<file path="src/rtl/kbd_event_fifo.sv">
// PS/2 scancode prefix parser feeding a first-word-fall-through event FIFO.
// Optional error-strobe counter enabled by defining KBD_ERR_COUNT_EN.
module kbd_event_fifo #(
    parameter int DEPTH = 16
) (
    input  logic                     clk,
    input  logic                     reset_n_i,
    input  logic [7:0]               ps2_code_i,
    input  logic                     ps2_strobe_i,
    input  logic                     ps2_err_i,
    output logic                     evt_valid_o,
    input  logic                     evt_ready_i,
    output logic [7:0]               evt_code_o,
    output logic                     evt_ext_o,
    output logic                     evt_brk_o,
    output logic [$clog2(DEPTH):0]   count_o,
    output logic                     overflow_o,
    input  logic                     clr_overflow_i
`ifdef KBD_ERR_COUNT_EN
    ,
    output logic [7:0]               err_count_o
`endif
);

    localparam int AW = $clog2(DEPTH);
    localparam int CW = AW + 1;

    typedef enum logic [1:0] {
        ST_IDLE    = 2'd0,
        ST_EXT     = 2'd1,
        ST_BRK     = 2'd2,
        ST_EXT_BRK = 2'd3
    } state_t;

    state_t          state_r;
    logic [9:0]      mem_r [DEPTH];
    logic [AW-1:0]   wr_ptr_r;
    logic [AW-1:0]   rd_ptr_r;
    logic [CW-1:0]   count_r;
    logic            valid_r;
    logic [9:0]      head_r;
    logic            overflow_r;

    logic            push_req_s;
    logic [9:0]      push_data_s;
    logic            pop_s;
    logic            full_s;
    logic            push_s;
    logic            drop_s;
    logic [AW-1:0]   rd_ptr_nxt_s;
    logic [CW-1:0]   count_nxt_s;
    logic [9:0]      head_nxt_s;

    // Decode a completed (non-prefix, error-free) byte into an event word {ext, brk, code}.
    always_comb begin
        push_req_s  = 1'b0;
        push_data_s = {(state_r == ST_EXT) || (state_r == ST_EXT_BRK),
                       (state_r == ST_BRK) || (state_r == ST_EXT_BRK),
                       ps2_code_i};
        if (ps2_strobe_i && !ps2_err_i && (ps2_code_i != 8'hE0) && (ps2_code_i != 8'hF0)) begin
            push_req_s = 1'b1;
        end else begin
            push_req_s = 1'b0;
        end
    end

    // Prefix parser: E0 always restarts an extended sequence, F0 marks a release.
    always_ff @(posedge clk or negedge reset_n_i) begin
        if (!reset_n_i) begin
            state_r <= ST_IDLE;
        end else if (ps2_strobe_i) begin
            if (ps2_err_i) begin
                state_r <= ST_IDLE;
            end else begin
                case (ps2_code_i)
                    8'hE0: state_r <= ST_EXT;
                    8'hF0: begin
                        case (state_r)
                            ST_IDLE:    state_r <= ST_BRK;
                            ST_EXT:     state_r <= ST_EXT_BRK;
                            ST_BRK:     state_r <= ST_BRK;
                            ST_EXT_BRK: state_r <= ST_EXT_BRK;
                            default:    state_r <= ST_IDLE;
                        endcase
                    end
                    default: state_r <= ST_IDLE;
                endcase
            end
        end else begin
            state_r <= state_r;
        end
    end

    // FIFO bookkeeping; a full FIFO still accepts a push when the head leaves in the same cycle.
    always_comb begin
        pop_s        = valid_r & evt_ready_i;
        full_s       = (count_r == CW'(DEPTH));
        push_s       = push_req_s & (~full_s | pop_s);
        drop_s       = push_req_s & full_s & ~pop_s;
        rd_ptr_nxt_s = pop_s ? (rd_ptr_r + AW'(1)) : rd_ptr_r;
        case ({push_s, pop_s})
            2'b10:   count_nxt_s = count_r + CW'(1);
            2'b01:   count_nxt_s = count_r - CW'(1);
            default: count_nxt_s = count_r;
        endcase
        // Bypass storage when the word being written becomes the head this cycle.
        if (push_s && (wr_ptr_r == rd_ptr_nxt_s)) begin
            head_nxt_s = push_data_s;
        end else begin
            head_nxt_s = mem_r[rd_ptr_nxt_s];
        end
    end

    // Event storage, deliberately without reset.
    always_ff @(posedge clk) begin
        if (push_s) begin
            mem_r[wr_ptr_r] <= push_data_s;
        end else begin
            mem_r[wr_ptr_r] <= mem_r[wr_ptr_r];
        end
    end

    // Pointers, occupancy, registered head and sticky overflow.
    always_ff @(posedge clk or negedge reset_n_i) begin
        if (!reset_n_i) begin
            wr_ptr_r   <= '0;
            rd_ptr_r   <= '0;
            count_r    <= '0;
            valid_r    <= 1'b0;
            head_r     <= 10'd0;
            overflow_r <= 1'b0;
        end else begin
            wr_ptr_r <= push_s ? (wr_ptr_r + AW'(1)) : wr_ptr_r;
            rd_ptr_r <= rd_ptr_nxt_s;
            count_r  <= count_nxt_s;
            valid_r  <= (count_nxt_s != CW'(0));
            if (count_nxt_s != CW'(0)) begin
                head_r <= head_nxt_s;
            end else begin
                head_r <= head_r;
            end
            if (drop_s) begin
                overflow_r <= 1'b1;
            end else if (clr_overflow_i) begin
                overflow_r <= 1'b0;
            end else begin
                overflow_r <= overflow_r;
            end
        end
    end

`ifdef KBD_ERR_COUNT_EN
    logic [7:0] err_count_r;

    // Saturating count of strobes flagged with a receiver error.
    always_ff @(posedge clk or negedge reset_n_i) begin
        if (!reset_n_i) begin
            err_count_r <= 8'd0;
        end else if (ps2_strobe_i && ps2_err_i && (err_count_r != 8'd255)) begin
            err_count_r <= err_count_r + 8'd1;
        end else begin
            err_count_r <= err_count_r;
        end
    end

    assign err_count_o = err_count_r;
`endif

    assign evt_valid_o = valid_r;
    assign evt_ext_o   = head_r[9];
    assign evt_brk_o   = head_r[8];
    assign evt_code_o  = head_r[7:0];
    assign count_o     = count_r;
    assign overflow_o  = overflow_r;

endmodule

</file>
<file path="config.mk">
export PLATFORM = sky130hd
export DESIGN_NAME = kbd_event_fifo
export DESIGN_NICKNAME = d
export VERILOG_FILES = /design/src/rtl/kbd_event_fifo.sv
export SDC_FILE = /design/constraint.sdc
export NUM_CORES = 1
export LEC_CHECK = 0
export CAP_MARGIN = 20
export CORE_MARGIN = 1
export CORE_UTILIZATION = 30
export DETAILED_ROUTE_END_ITERATION = 16
export PLACE_DENSITY = 0.54
export SYNTH_ARGS = -nofsm -noshare
export SYNTH_HDL_FRONTEND = slang
export SYNTH_SLANG_ARGS = --single-unit
</file>
<file path="constraint.sdc">
create_clock -name clk -period 3.05 [get_ports clk]
set_input_delay 0.4575 -clock clk [delete_from_list [all_inputs] [get_ports clk]]
set_output_delay 0.4575 -clock clk [all_outputs]
set_load 0.03 [all_outputs]
</file>
==> Yosys cells after proc, flatten, opt, wreduce, memory -nomap -nowiden <==
Memories as Yosys holds them, arrays and structs flattened. A register that Yosys moved wholly into a read port is not among the register bits.
Index checks and enable logic that the tools add are counted.
{ "word_totals": {"reg_bits": 17, "ramBits": 160, "output_inout_bits": 17, "word_cells": 55, "memories": 1} }
{ "op_classes": {"n_addsub": 4, "eq_ne": 11, "n_mux": 12, "n_bitwise": 8, "reduce_logical": 13} }
{ "mem_list": {"columns": ["memory", "words", "word_bits", "read_ports", "rd_ports_with_merged_regs", "wr", "line_no", "rtl"], "rows": [
  ["mem_r", 16, 10, 1, 1, 1, "36", "logic [9:0] mem_r [DEPTH];"]
]} }
{ "ops": {"columns": ["operator", "n"], "rows": [
  ["8-bit == test (second input constant)", 2],
  ["8-bit != test (second input constant)", 2],
  ["10-bit two-way mux", 1],
  ["5-bit one-hot mux with 2 select lines", 1],
  ["4-bit by 1-bit adder with 4-bit output (second input constant)", 2],
  ["2-bit one-hot mux with 2 select lines", 2],
  ["2-bit == test (second input constant)", 3],
  ["1-bit two-way mux", 6],
  ["5-bit by 1-bit adder with 5-bit output (second input constant)", 1],
  ["5-bit == test (second input constant)", 1],
  ["5-bit nonzero test", 1],
  ["5-bit by 1-bit subtractor with 5-bit output (second input constant)", 1],
  ["1-bit bitwise AND", 4],
  ["2-bit by 1-bit == test with 1-bit output (second input constant)", 2],
  ["4-bit two-way mux", 1],
  ["2-bit OR reduction", 2],
  ["1-bit logical AND", 3],
  ["1-bit logical NOT", 2],
  ["2-bit logical NOT", 1],
  ["1-bit logical OR", 2],
  ["2-bit two-way mux", 1],
  ["1-bit inverter", 2],
  ["1-bit OR", 2],
  ["2-bit AND reduction", 1],
  ["other kinds (2)", 2]
]} }

==> Longest topological paths before layout <==
{ "depth": {"word_depth": 9, "mapped_depth": 13, "depth_no_buf": 11} }

==> Worst setup path after synthesis <==
OpenSTA, ideal clock, no wires.
{ "synth_path": {"path_type": "flip-flop to flip-flop", "startpoint": "register count_r[1] (netlist: count_o[1])", "endpoint": "memory mem_r[3][0], enable pin", "setup_ps": 390, "arrival_ps": 2607, "required_time_ps": 2660, "slack_ps": 53, "stages_incl_launch_ff": 7, "path_buffers": 1, "path_cell_list": "dfrtp_1 nor2_1 and3_1 a21oi_1 clkbuf_1 nand2_1 nor3_1"} }
{ "synth_between": {"elab_chain_len": 7, "word_cells_on_any_way": 9, "cone_classes": "eq/ne: 1; mux: 3; bitwise: 4; reduce/logical: 1"} }
{ "synth_lines": {"columns": ["element", "line_no", "rtl"], "rows": [
  ["start, declared", "39", "logic [CW-1:0] count_r;"],
  ["start signal, assigned", "135", "count_r <= count_nxt_s;"],
  ["5-bit == test *", "97", "full_s = (count_r == CW'(DEPTH));"],
  ["1-bit inverter *", "98", "push_s = push_req_s & (~full_s | pop_s);"],
  ["1-bit OR *", "98", null],
  ["1-bit bitwise AND *", "98", null],
  ["1-bit two-way mux (on tied branches)", "116, 119", null],
  ["1-bit two-way mux (not written as such) or 2-bit AND reduction (tied branches)", null, null],
  ["1-bit OR (no source line) *", null, null],
  ["end, declared", "36", null]
]} }
Every way passes the cells marked *; elsewhere a longest branch is shown, timed or not.

==> Final worst setup path <==
{ "layout_path": {"startpoint": "input port ps2_code_i[7]", "endpoint": "register head_r[5] (read register of mem_r)"} }
{ "layout_between": {"elab_chain_len": 8, "word_cells_on_any_way": 10, "cone_classes": "eq/ne: 4; mux: 2; bitwise: 1; reduce/logical: 3"} }
{ "layout_lines": {"columns": ["element", "line_no", "rtl"], "rows": [
  ["start, declared", "8", "input logic [7:0] ps2_code_i,"],
  ["8-bit != test", "60", "if (ps2_strobe_i && !ps2_err_i && (ps2_code_i != 8'hE0) && (ps2_code_i != 8'hF0)) begin"],
  ["1-bit logical AND", "60", null],
  ["1-bit logical AND *", "60", null],
  ["1-bit two-way mux *", "60", null],
  ["1-bit bitwise AND *", "98", null],
  ["2-bit by 1-bit == test with 1-bit output or 2-bit == test (tied branches)", "101", "case ({push_s, pop_s})"],
  ["5-bit one-hot mux with 2 select lines *", "101", null],
  ["named net count_nxt_s[4]", "51", "logic [CW-1:0] count_nxt_s;"],
  ["5-bit nonzero test *", "137", "if (count_nxt_s != CW'(0)) begin"],
  ["end, declared", "41", "logic [9:0] head_r;"]
]} }
The timed path passes the listed nets; every way through them passes the cells marked *.
A chain may end at the register's enable or synchronous reset.

==> impl_metrics.env <==
export IMPL_status="completed"
export IMPL_syn_area_um2=8760
export IMPL_synth_most_common_cell="edfxtp_1"
export IMPL_place_hpwl_um=14800
export IMPL_synth_cell_types=54
export IMPL_finalHoldViolCount=0
export IMPL_slew_headroom_pct=31.5
export IMPL_worstMarginPinSlew_ns=1.02
export IMPL_cp_max_fo=6
export IMPL_min_period_over_period_pct=96.2
export IMPL_hp_class="primary input to asynchronous set/reset pin"
export IMPL_synth_area_leaders="edfxtp_1 (55%), dfrtp_1 (7.7%), nand2b_1 (3.4%), o211ai_1 (3.2%), nand2_1 (3.0%)"
export IMPL_startpoint_type="primary input"
export IMPL_grt_pass1_vias=5762
export IMPL_drt_total_wl_um=22500
export IMPL_worstPathArrival_ns=3.25
export IMPL_path_cells="clkdlybuf4s50_1, nand4b_4, o21ai_4, nand2_2, xnor2_2, ha_2, nand3_2, nor2_2, a31oi_2, xnor2_2, or4_4, mux2_4"
export IMPL_p_per_area_nw_per_um2=982
export IMPL_fp_dieH_um=173
export IMPL_cts_setup_buffers=0
export IMPL_grt_max_degree=95
export IMPL_cts_made_buffers=17
export IMPL_yosysTopAreaCellShare_pct=54.9
export IMPL_cts_buffer_depth=2
export IMPL_yosys_area_top_type="edfxtp_1"
export IMPL_grt_setup_unrepaired="no"
export IMPL_drv_cap=0
export IMPL_clock_sink_count=187
export IMPL_clk_pin_slew_ns=0.07
export IMPL_crit_top_cell="xnor2_2"
export IMPL_p_leak_nw=3.78
export IMPL_syn_avg_cell_area_um2=12.3
export IMPL_rows=62
export IMPL_ys_top_cells_by_count="edfxtp_1 (160), nand2_1 (69), nand2b_1 (48)"
export IMPL_final_max_slew_viol_count=0
export IMPL_setup_viol=0
export IMPL_cts_root_buf="clkbuf_16"
export IMPL_antenna_found_initial=0
export IMPL_gp_congestion=0.817
export IMPL_final_util_pct=36.7
export IMPL_grt_pass1_wl_um=34400
export IMPL_fmax_mhz=341
export IMPL_fill_cells=2823
export IMPL_cts_tree="built"
export IMPL_first_iter_violations=405
export IMPL_slowest_delay_ns=0.61
export IMPL_grtUsageTotal_pct=15.3
export IMPL_finalNonFillerCells=1168
export IMPL_synth_edff_count=160
export IMPL_drc_errors=0
export IMPL_synthFlopType="edfxtp_1"
export IMPL_multi_input_area_um2=2920
export IMPL_vdd_drop_max_mv=0.547
export IMPL_start_util_pct=30.5
export IMPL_ys_seq_elements=187
export IMPL_vias=5827
export IMPL_antenna_left=0
export IMPL_post_route_min_period_ns=2.93
export IMPL_ios=31
export IMPL_async_flop_share_pct=14.4
export IMPL_end_kind="flip-flop"
export IMPL_overflow=0
export IMPL_insertion_delay_ns=0.44
export IMPL_synth_fp_nets=729
export IMPL_fp_dieW_um=173
export IMPL_tns_ns=0
export IMPL_dpl_cell_count=1134
export IMPL_n_antenna_cell=0
export IMPL_dieArea_um2=29900
export IMPL_port_buffers=30
export IMPL_drive_gt1_share_pct=18.5
export IMPL_path_class="primary input to flip-flop"
export IMPL_viasPerCell=4.99
export IMPL_yosysSeqAreaShare_pct=62.6
export IMPL_worst_clock_skew_ns=0.0134
export IMPL_htree_levels=4
export IMPL_wire_per_inst_um=19.2
export IMPL_crit_required_ns=3.36
export IMPL_drt_pass1_iterations=5
export IMPL_ys_warn_count=0
export IMPL_syn2layout_area_growth_pct=20.2
export IMPL_nets=791
export IMPL_core_area_um2=28700
export IMPL_critPathSlowestCell="clkdlybuf4s50_1"
export IMPL_synthCells=709
export IMPL_regArea_um2=5480
## sequential cells by signal, indices dropped and copies added (netlist names)
register,count
mem_r,160
head_r,10
count_o,5
rd_ptr_r,4
wr_ptr_r,4
state_r,2
evt_valid_o,1
overflow_o,1
## path summary, 6_finish.rpt
check,startpoint,endpoint,slack (ns),cells after the start
setup / recovery,ps2_code_i[7],head_r[5]$_DFFE_PN0P_,0.12,12
hold / removal,reset_n_i,overflow_o$_DFFE_PN0P_,0.52,1
setup reg to reg,evt_valid_o$_DFF_PN0_,head_r[5]$_DFFE_PN0P_,0.33,10
hold reg to reg,head_r[6]$_DFFE_PN0P_,head_r[6]$_DFFE_PN0P_,0.52,1
max in group asynchronous,reset_n_i,rd_ptr_r[3]$_DFF_PN0_,1.86,2
min in group clk,head_r[6]$_DFFE_PN0P_,head_r[6]$_DFFE_PN0P_,0.52,1
## metal layers
metal | global-route usage, % | vias up | routed length (µm)
li1 | - | 2764 | -
met1 | 21.3 | 2937 | 10700
met2 | 24.9 | 104 | 10700
met3 | 2.18 | 22 | 662
met4 | 4.50 | 0 | 392
met5 | 0 | - | 0
## layout make-up
| class | instances | share of cell area, % |
|---|---|---|
| clock buffers | 17 | 4.04 |
| inverters | 46 | 1.69 |
| multi-input cells | 426 | 27.8 |
| clock inverters | 15 | 1.45 |
| repair buffers | 93 | 8.37 |
| well taps | 384 | 4.57 |
| flip-flops and latches | 187 | 52.1 |
## placed cells by master (no fill, tap or decap), types with 4 or more instances in the layout
master	netlist	layout
edfxtp_1	160	160
nand2_1	69	68
buf_4	0	55
nand2b_1	48	48
inv_1	43	43
nand3_1	42	41
o211ai_1	37	37
clkdlybuf4s50_1	0	27
dfrtp_1	27	26
nand4_1	24	24
a21oi_1	22	22
nor2_1	19	17
clkbuf_16	0	17
or3_1	16	16
a211oi_1	15	15
a22oi_1	14	14
o31a_1	14	14
mux2_2	10	10
mux2_4	9	10
buf_12	0	8
xnor2_1	9	7
and3_1	7	7
o221ai_1	6	6
a31o_2	6	6
o311ai_1	6	6
inv_6	0	6
a21boi_0	5	5
ha_1	6	5
nor3_1	4	4
## worst max-delay path: cells and delay by family
kind | cells | cell delay [ns]
multiplexers | 1 | 0.33
adder cells (fa/ha/maj) | 1 | 0.23
XOR/XNOR | 2 | 0.34
AND/OR/NAND/NOR | 5 | 1.04
AO/OA/AOI/OAI | 2 | 0.22
buffers and inverters | 1 | 0.61
## report_power, final
| group | total, mW | switching [mW] | leakage, nW | internal (mW) |
|---|---|---|---|---|
| Sequential | 3.34 | 0.277 | 1.77 | 3.07 |
| Combinational | 4.80 | 2.64 | 1.74 | 2.16 |
| Clock | 2.19 | 1.03 | 0.277 | 1.16 |
## cell families after synthesis
family                     share of synthesized area [%]
and+or+nand+nor                                     14.5
DFF                                                 62.6
AOI/OAI and AO/OA                                   11.9
buffers and inverters                               4.76
muxes                                               3.46
xor gates and xnor gates                            1.87
adders and majority gates                          0.857
## per-stage QoR
stage	instance area, µm²	hold slack, ns	setup slack [ns]	total power [mW]
3_5_place_dp	9870	0.502	-0.441	8.13
2_1_floorplan	8760	0.162	0.0527	6.32
3_3_place_gp	9870	0.489	-0.400	8.08
6_report	10500	0.519	0.115	10.3
4_1_cts	10400	0.518	0.0208	10.3
5_1_grt	10500	0.546	0.0119	10.9
## timing repair
| item | in CTS | in global routing |
|---|---|---|
| hold buffers | 0 | 0 |
| gates resized for setup | 0 | 14 |
| setup endpoints to repair | 0 | 10 |
Power figures use the tool's default switching activity.
